`src/rtl/control_unit_pkg.sv`:
```
// Shared opcode, state and ALU codes for the instruction sequencer and its decoder.
package control_unit_pkg;

    typedef enum logic [2:0] {
        CU_IDLE   = 3'd0,
        CU_FETCH  = 3'd1,
        CU_DECODE = 3'd2,
        CU_EXEC   = 3'd3,
        CU_JUMP   = 3'd4,
        CU_HALT   = 3'd5
    } cu_state_e;

    localparam logic [3:0] OP_NOP   = 4'h0;
    localparam logic [3:0] OP_LDAC  = 4'h1;
    localparam logic [3:0] OP_STAC  = 4'h2;
    localparam logic [3:0] OP_ADD   = 4'h3;
    localparam logic [3:0] OP_MUL   = 4'h4;
    localparam logic [3:0] OP_DIV   = 4'h5;
    localparam logic [3:0] OP_MOD   = 4'h6;
    localparam logic [3:0] OP_INCAC = 4'h7;
    localparam logic [3:0] OP_CLAC  = 4'h8;
    localparam logic [3:0] OP_JMP   = 4'h9;
    localparam logic [3:0] OP_JZ    = 4'hA;
    localparam logic [3:0] OP_HALT  = 4'hF;

    localparam logic [2:0] ALU_NONE = 3'd0;
    localparam logic [2:0] ALU_ADD  = 3'd1;
    localparam logic [2:0] ALU_MUL  = 3'd2;
    localparam logic [2:0] ALU_DIV  = 3'd3;
    localparam logic [2:0] ALU_MOD  = 3'd4;

    localparam logic [3:0] BUS_AC = 4'd8;

    function automatic logic is_jump(input logic [3:0] op);
        return (op == OP_JMP) || (op == OP_JZ);
    endfunction

endpackage

```
`src/rtl/cu_decode.sv`:
```
// Combinational decode of the instruction register into ALU, accumulator, bus and
// register-file strobes; everything stays at its idle value outside EXEC.
module cu_decode
    import control_unit_pkg::*;
(
    input  logic       exec_i,
    input  logic [7:0] ir_i,
    output logic [2:0] alu_op_o,
    output logic       ac_wen_o,
    output logic       ac_inc_o,
    output logic       ac_rst_o,
    output logic [3:0] bus_sel_o,
    output logic [7:0] reg_wen_o,
    output logic       err_o
);

    logic [3:0] opcode;
    logic [2:0] rsel;
    logic       unused_ir_bit3;

    assign opcode         = ir_i[7:4];
    assign rsel           = ir_i[2:0];
    assign unused_ir_bit3 = ir_i[3];

    always_comb begin
        alu_op_o  = ALU_NONE;
        ac_wen_o  = 1'b0;
        ac_inc_o  = 1'b0;
        ac_rst_o  = 1'b0;
        bus_sel_o = 4'd0;
        reg_wen_o = 8'd0;
        err_o     = 1'b0;
        if (exec_i) begin
            unique case (opcode)
                OP_NOP, OP_JMP, OP_JZ, OP_HALT: ;
                OP_LDAC: begin
                    bus_sel_o = {1'b0, rsel};
                    ac_wen_o  = 1'b1;
                end
                OP_STAC: begin
                    bus_sel_o = BUS_AC;
                    reg_wen_o = 8'd1 << rsel;
                end
                OP_ADD: begin
                    bus_sel_o = {1'b0, rsel};
                    alu_op_o  = ALU_ADD;
                end
                OP_MUL: begin
                    bus_sel_o = {1'b0, rsel};
                    alu_op_o  = ALU_MUL;
                end
                OP_DIV: begin
                    bus_sel_o = {1'b0, rsel};
                    alu_op_o  = ALU_DIV;
                end
                OP_MOD: begin
                    bus_sel_o = {1'b0, rsel};
                    alu_op_o  = ALU_MOD;
                end
                OP_INCAC: ac_inc_o = 1'b1;
                OP_CLAC:  ac_rst_o = 1'b1;
                // 0xB-0xE: flag and otherwise behave as NOP
                default:  err_o = 1'b1;
            endcase
        end
    end

endmodule

```
`src/rtl/control_unit.sv`:
```
// Instruction sequencer: fetches bytes from instruction RAM, steps through
// FETCH/DECODE/EXEC (plus JUMP for branches) and drives the ALU/register strobes.
module control_unit
    import control_unit_pkg::*;
(
    input  logic       Clk,
    input  logic       RST,
    input  logic       start,
    output logic [7:0] iram_addr,
    input  logic [7:0] iram_data,
    input  logic       ac_zero,
    output logic [2:0] alu_op,
    output logic       ac_wen,
    output logic       ac_inc,
    output logic       ac_rst,
    output logic [3:0] bus_sel,
    output logic [7:0] reg_wen,
    output logic       busy,
    output logic       halted,
    output logic       err
);

    cu_state_e  state_q, state_d;
    logic [7:0] pc_q, pc_d;
    logic [7:0] ir_q, ir_d;

    always_ff @(posedge Clk) begin
        if (RST) begin
            state_q <= CU_IDLE;
            pc_q    <= 8'h00;
            ir_q    <= 8'h00;
        end else begin
            state_q <= state_d;
            pc_q    <= pc_d;
            ir_q    <= ir_d;
        end
    end

    always_comb begin
        state_d = state_q;
        pc_d    = pc_q;
        ir_d    = ir_q;
        unique case (state_q)
            CU_IDLE: begin
                if (start) begin
                    state_d = CU_FETCH;
                end
            end
            CU_FETCH: state_d = CU_DECODE;
            CU_DECODE: begin
                ir_d    = iram_data;
                pc_d    = pc_q + 8'd1;
                state_d = CU_EXEC;
            end
            CU_EXEC: begin
                if (is_jump(ir_q[7:4])) begin
                    state_d = CU_JUMP;
                end else if (ir_q[7:4] == OP_HALT) begin
                    state_d = CU_HALT;
                end else begin
                    state_d = CU_FETCH;
                end
            end
            CU_JUMP: begin
                // iram_data now holds the operand byte addressed during EXEC
                if ((ir_q[7:4] == OP_JMP) || ac_zero) begin
                    pc_d = iram_data;
                end else begin
                    pc_d = pc_q + 8'd1;
                end
                state_d = CU_FETCH;
            end
            CU_HALT: state_d = CU_HALT;
            default: state_d = CU_IDLE;
        endcase
    end

    assign iram_addr = pc_q;
    assign busy      = (state_q != CU_IDLE) && (state_q != CU_HALT);
    assign halted    = (state_q == CU_HALT);

    cu_decode u_decode (
        .exec_i    (state_q == CU_EXEC),
        .ir_i      (ir_q),
        .alu_op_o  (alu_op),
        .ac_wen_o  (ac_wen),
        .ac_inc_o  (ac_inc),
        .ac_rst_o  (ac_rst),
        .bus_sel_o (bus_sel),
        .reg_wen_o (reg_wen),
        .err_o     (err)
    );

endmodule

```
`config.mk`:
```
export PLATFORM = sky130hd
export DESIGN_NAME = control_unit
export DESIGN_NICKNAME = d
export VERILOG_FILES = /design/src/rtl/control_unit_pkg.sv /design/src/rtl/cu_decode.sv /design/src/rtl/control_unit.sv
export SDC_FILE = /design/constraint.sdc
export NUM_CORES = 1
export LEC_CHECK = 0
export ABC_AREA = 1
export CORE_MARGIN = 3
export CORE_UTILIZATION = 46
export DETAILED_ROUTE_END_ITERATION = 8
export PLACE_DENSITY = 0.77
export SETUP_SLACK_MARGIN = 0.05
export SYNTH_ARGS = -nofsm -noshare
export SYNTH_HDL_FRONTEND = slang
export SYNTH_HIERARCHICAL = 1
export SYNTH_SLANG_ARGS = --single-unit
```
`constraint.sdc`:
```
create_clock -name Clk -period 1.8 [get_ports Clk]
set_input_delay 0.36 -clock Clk [delete_from_list [all_inputs] [get_ports Clk]]
set_output_delay 0.36 -clock Clk [all_outputs]
set_load 0.05 [all_outputs]
```
==> Word level (Yosys, flattened, before mapping) <==
Index checks and enable logic that the tools add are counted.
{ "classes": {"n_addsub": 1, "n_eq_ne": 18, "n_shift": 1, "muxes": 20, "n_reduce_logical": 9} }
{ "ops": {"columns": ["op", "n"], "rows": [
  ["$mux W8", 3],
  ["$pmux W3 S6", 1],
  ["$eq A4 B3 Y1 const B", 4],
  ["$eq A4 B4 Y1 const B", 4],
  ["$pmux W8 S2", 1],
  ["$mux W3", 4],
  ["$pmux W3 S4", 1],
  ["$reduce_or A12 Y1", 1],
  ["$add A8 B1 Y8 const B", 1],
  ["$eq A4 B2 Y1 const B", 2],
  ["$mux W1", 8],
  ["$pmux W4 S2", 1],
  ["$shl A1 B3 Y8 const A", 1],
  ["$eq A3 B2 Y1 const B", 2],
  ["$eq A3 B3 Y1 const B", 2],
  ["$reduce_or A5 Y1", 1],
  ["$eq A4 B1 Y1 const B", 1],
  ["$logic_not A4 Y1", 1],
  ["$mux W4", 1],
  ["$eq A3 B1 Y1 const B", 1],
  ["$logic_not A3 Y1", 1],
  ["$ne A3 B3 Y1 const B", 1],
  ["$reduce_bool A3 Y1", 1],
  ["$logic_or A1 B1 Y1", 2],
  ["other kinds (3)", 3]
]} }
{ "word_totals": {"register_bits": 19, "input_bits": 12, "out_inout_bits": 29, "elab_cells": 52} }

==> Longest topological paths before layout <==
{ "logic_depth": {"depth_word": 4, "mapped_depth": 10, "mapped_depth_nobuf": 9} }

==> Modules after synthesis <==
The synthesis kept the hierarchy.
{ "modules_own_cells": {"columns": ["mod", "instances", "cells_each", "area_per_inst_um2", "seq_area_each_um2"], "rows": [
  ["control_unit", 1, 147, 1011.0, 380.4],
  ["cu_decode", 1, 52, 270.3, 0.0]
]} }

==> Worst setup path before layout <==
OpenSTA, ideal clock, no wires.
{ "synth_timing": {"path_kind": "reg-to-output", "startpoint": "reg state_q[1]", "endpoint": "out ac_rst", "t_arrival_ps": 2427, "required_time_ps": 1440, "path_slack_ps": -987, "path_stages_with_launch": 6, "path_buffers": 1, "cell_sequence": "dfxtp_1 inv_2 nor3_1 buf_2 nand2_1 nor4_1"} }
{ "synth_between": {"elab_chain_len": 2} }
{ "synth_rtl": {"columns": ["item", "line_no", "text"], "rows": [
  ["start: declaration", "control_unit.sv:23", "cu_state_e state_q, state_d;"],
  ["start signal: assignment", "control_unit.sv:33", "state_q <= state_d;"],
  ["$eq A3 B2 Y1", "control_unit.sv:83", ".exec_i (state_q == CU_EXEC),"],
  ["$mux W1", "cu_decode.sv:33", "if (exec_i) begin"],
  ["end: declaration", "control_unit.sv:15", "output logic ac_rst,"]
]} }
Every way passes these cells.

==> Worst setup path in the final report <==
{ "layout_timing": {"startpoint": "reg state_q[0]", "endpoint": "out bus_sel[1]"} }
{ "layout_between": {"elab_chain_len": 2} }
{ "layout_rtl": {"columns": ["item", "line_no", "text"], "rows": [
  ["$eq A3 B2 Y1", "control_unit.sv:83", null],
  ["$mux W4", "cu_decode.sv:33", null],
  ["end: declaration", "control_unit.sv:16", "output logic [3:0] bus_sel,"]
]} }
Every way passes these cells.

==> flow_summary.yaml <==
timing:
  period_share_pct: 110
  final.setup_skew_ns: 0.00363
  drv_slew: 0
  min_period_ns: 1.99
  finalHoldViolations: 0
  rsz0062_at_grt: "true"
  fin_ws_ns: -0.187
  relSlewSlack_pct: 76.0
  max_freq_mhz: 503
  finalSetupViolations: 18
  tightestPinTransition_ns: 0.359
critical_path:
  cp-startpoint: "state_q[0]$_SDFFE_PP0P_"
  regToRegStartpoint: "state_q[2]$_SDFFE_PP0P_"
  crit_arrival_ns: 1.63
  crit_end: "bus_sel[1]"
  regToRegSetupSlack_ns: 0.17
  crit_type: "flip-flop to primary output"
  cp_max_fo: 6
  r2r-end: "iram_addr[1]$_SDFFE_PP0P_"
  r2r.worst_path.cells: 9
  worstSetupStartpointType: "flip-flop"
  endpoint_kind: "primary output"
  crit_required_ns: 1.44
flow_run:
  cap_violations: 0
detailed_routing:
  drt_iter0_drc: 62
  wl_met2_um: 2490
  vias: 1600
  ant_nets: 0
  viasPerCell: 5.61
  drc: 0
  met3_length_um: 268
  routed_wirelength_um: 4760
  wl_per_cell_um: 16.7
  highest_layer: "met4"
  drt-met1-wl_um: 1800
  drt_pass1_iterations: 4
finish:
  n_antenna_cell: 0
  drive_gt1_share_pct: 41.6
  fillCellCount: 115
  nets: 269
  regArea_sq_um: 378
  syn2layout_area_growth_pct: 82.6
  multi_input_area_sq_um: 958
floorplan:
  core_sq_um: 2520
  die_x_um: 58.1
  rows: 18
  num_io_pins: 41
  die_area_sq_um: 3380
  initial_utilization_pct: 49.5
  die-height_um: 58.1
power:
  p_leak_nw: 0.955
  pwr-share-seq_pct: 40.9
  report.power.total_mw: 1.20
  intPower_mw: 0.726
  power_density_nw_per_um2: 527
  power_switching_share_pct: 39.5
  p_switching_mw: 0.475
  clkPwrFrac_pct: 21.2
  peakVddDrop_mv: 0.564
  combinationalPowerShare_pct: 37.9
min_path:
  hp-class: "flip-flop to flip-flop"
cts:
  clk_pin_slew_ns: 0.11
  clkLatencyLatePin_ns: 0.30
  clock-sinks: 18
  cts_tree: "yes"
  clock_path_buffers: 2
  htree_levels: 1
  root_buffer: "clkbuf_4"
  cts_buffers: 3
global_routing:
  grt_usage_pct: 22.8
  grt_pass1_wl_um: 6240
  antenna_found_initial: 0
  grt_max_degree: 14
  grt_pass1_vias: 1453
  gr-total-overflow: 0
yosys:
  yosysWarnings: 6
  synth_nets: 208
  synth_cells: 195
  synth_area_sq_um: 1250
  postSynthAreaPerCell_sq_um: 6.40
placed_design:
  dp_hpwl_um: 2790
  dpl_worst_slack_ns: 0.110
  gp_congestion: 0.843
  port_buffers: 40
status:
  violations: "setup timing"
  run_status: "finished with violations"
## sequential cells by signal, indices dropped and copies added (netlist names)
register / count
iram_addr: 8
ir_q: 7
state_q: 3
## cell type report
cell class / instances / area share (%)
timing repair buffer: 60 / 32.7
sequential: 18 / 16.6
inverter: 32 / 5.49
tap: 30 / 1.65
clock buffer: 4 / 1.59
multi-input combinational: 141 / 42.0
## power by group through the flow
stage / combinational (mW) / clock (mW) / sequential, mW
after global placement: 0.349 / 0 / 0.490
after global routing: 0.484 / 0.264 / 0.495
after CTS: 0.379 / 0.245 / 0.487
after floorplan: 0.201 / 0 / 0.531
final: 0.456 / 0.254 / 0.492
after detailed placement: 0.361 / 0 / 0.493
## per-stage QoR
step	TNS, ns	utilization [%]	cell area (sq um)	hold WS, ns	std cells
6_report	-2.12	90.4	2280	0.521	285
4_1_cts	-0.766	84.8	2140	0.524	278
5_1_grt	-2.95	90.4	2280	0.569	285
3_3_place_gp	0	80.6	2030	0.475	268
3_5_place_dp	0	80.6	2030	0.504	268
2_1_floorplan	-0.0913	-	1390	0.422	195
## how the worst min path moves through the flow
stage,start,to,slack [ns],depth (start not counted)
after global placement,iram_addr[7]$_SDFFE_PP0P_,iram_addr[7]$_SDFFE_PP0P_,0.47,2
after global routing,iram_addr[6]$_SDFFE_PP0P_,iram_addr[6]$_SDFFE_PP0P_,0.57,2
after detailed placement,iram_addr[6]$_SDFFE_PP0P_,iram_addr[6]$_SDFFE_PP0P_,0.50,2
after CTS,iram_addr[6]$_SDFFE_PP0P_,iram_addr[6]$_SDFFE_PP0P_,0.52,2
final,iram_addr[6]$_SDFFE_PP0P_,iram_addr[6]$_SDFFE_PP0P_,0.52,2
after floorplan,RST,state_q[1]$_SDFFE_PP0P_,0.42,1
## layout by cell type, fill, tap and decap left out, types with 7 or more instances in the layout
cell	instances
nand2_1	36
buf_4	27
inv_1	26
buf_12	21
a21oi_1	15
nor2_4	15
nand3_1	14
o21ai_0	13
dfxtp_1	12
nor2_1	11
clkdlybuf4s50_1	11
nand2_4	7
## what timing repair did
item                                    4_1_cts  5_1_grt
hold buffers                                  0        0
endpoints found under the setup margin       20       21
pin swaps                                    10        7
endpoints found under the hold margin         0        0
gates resized for setup                      10       22
buffers inserted                              6        7
## routing by layer
metal	global-route usage [%]	vias to the layer above
met5	0	-
met4	5.30	0
met3	1.34	19
met2	44.7	94
met1	26.5	743
li1	-	744
## critical path, stage by stage (launching register included)
cell,delay [ns]
dfxtp_2,0.35
inv_2,0.05
nor3_4,0.20
buf_6,0.17
buf_4,0.14
nand2_1,0.07
a21oi_2,0.18
buf_12,0.16
Power figures use the tool's default switching activity.
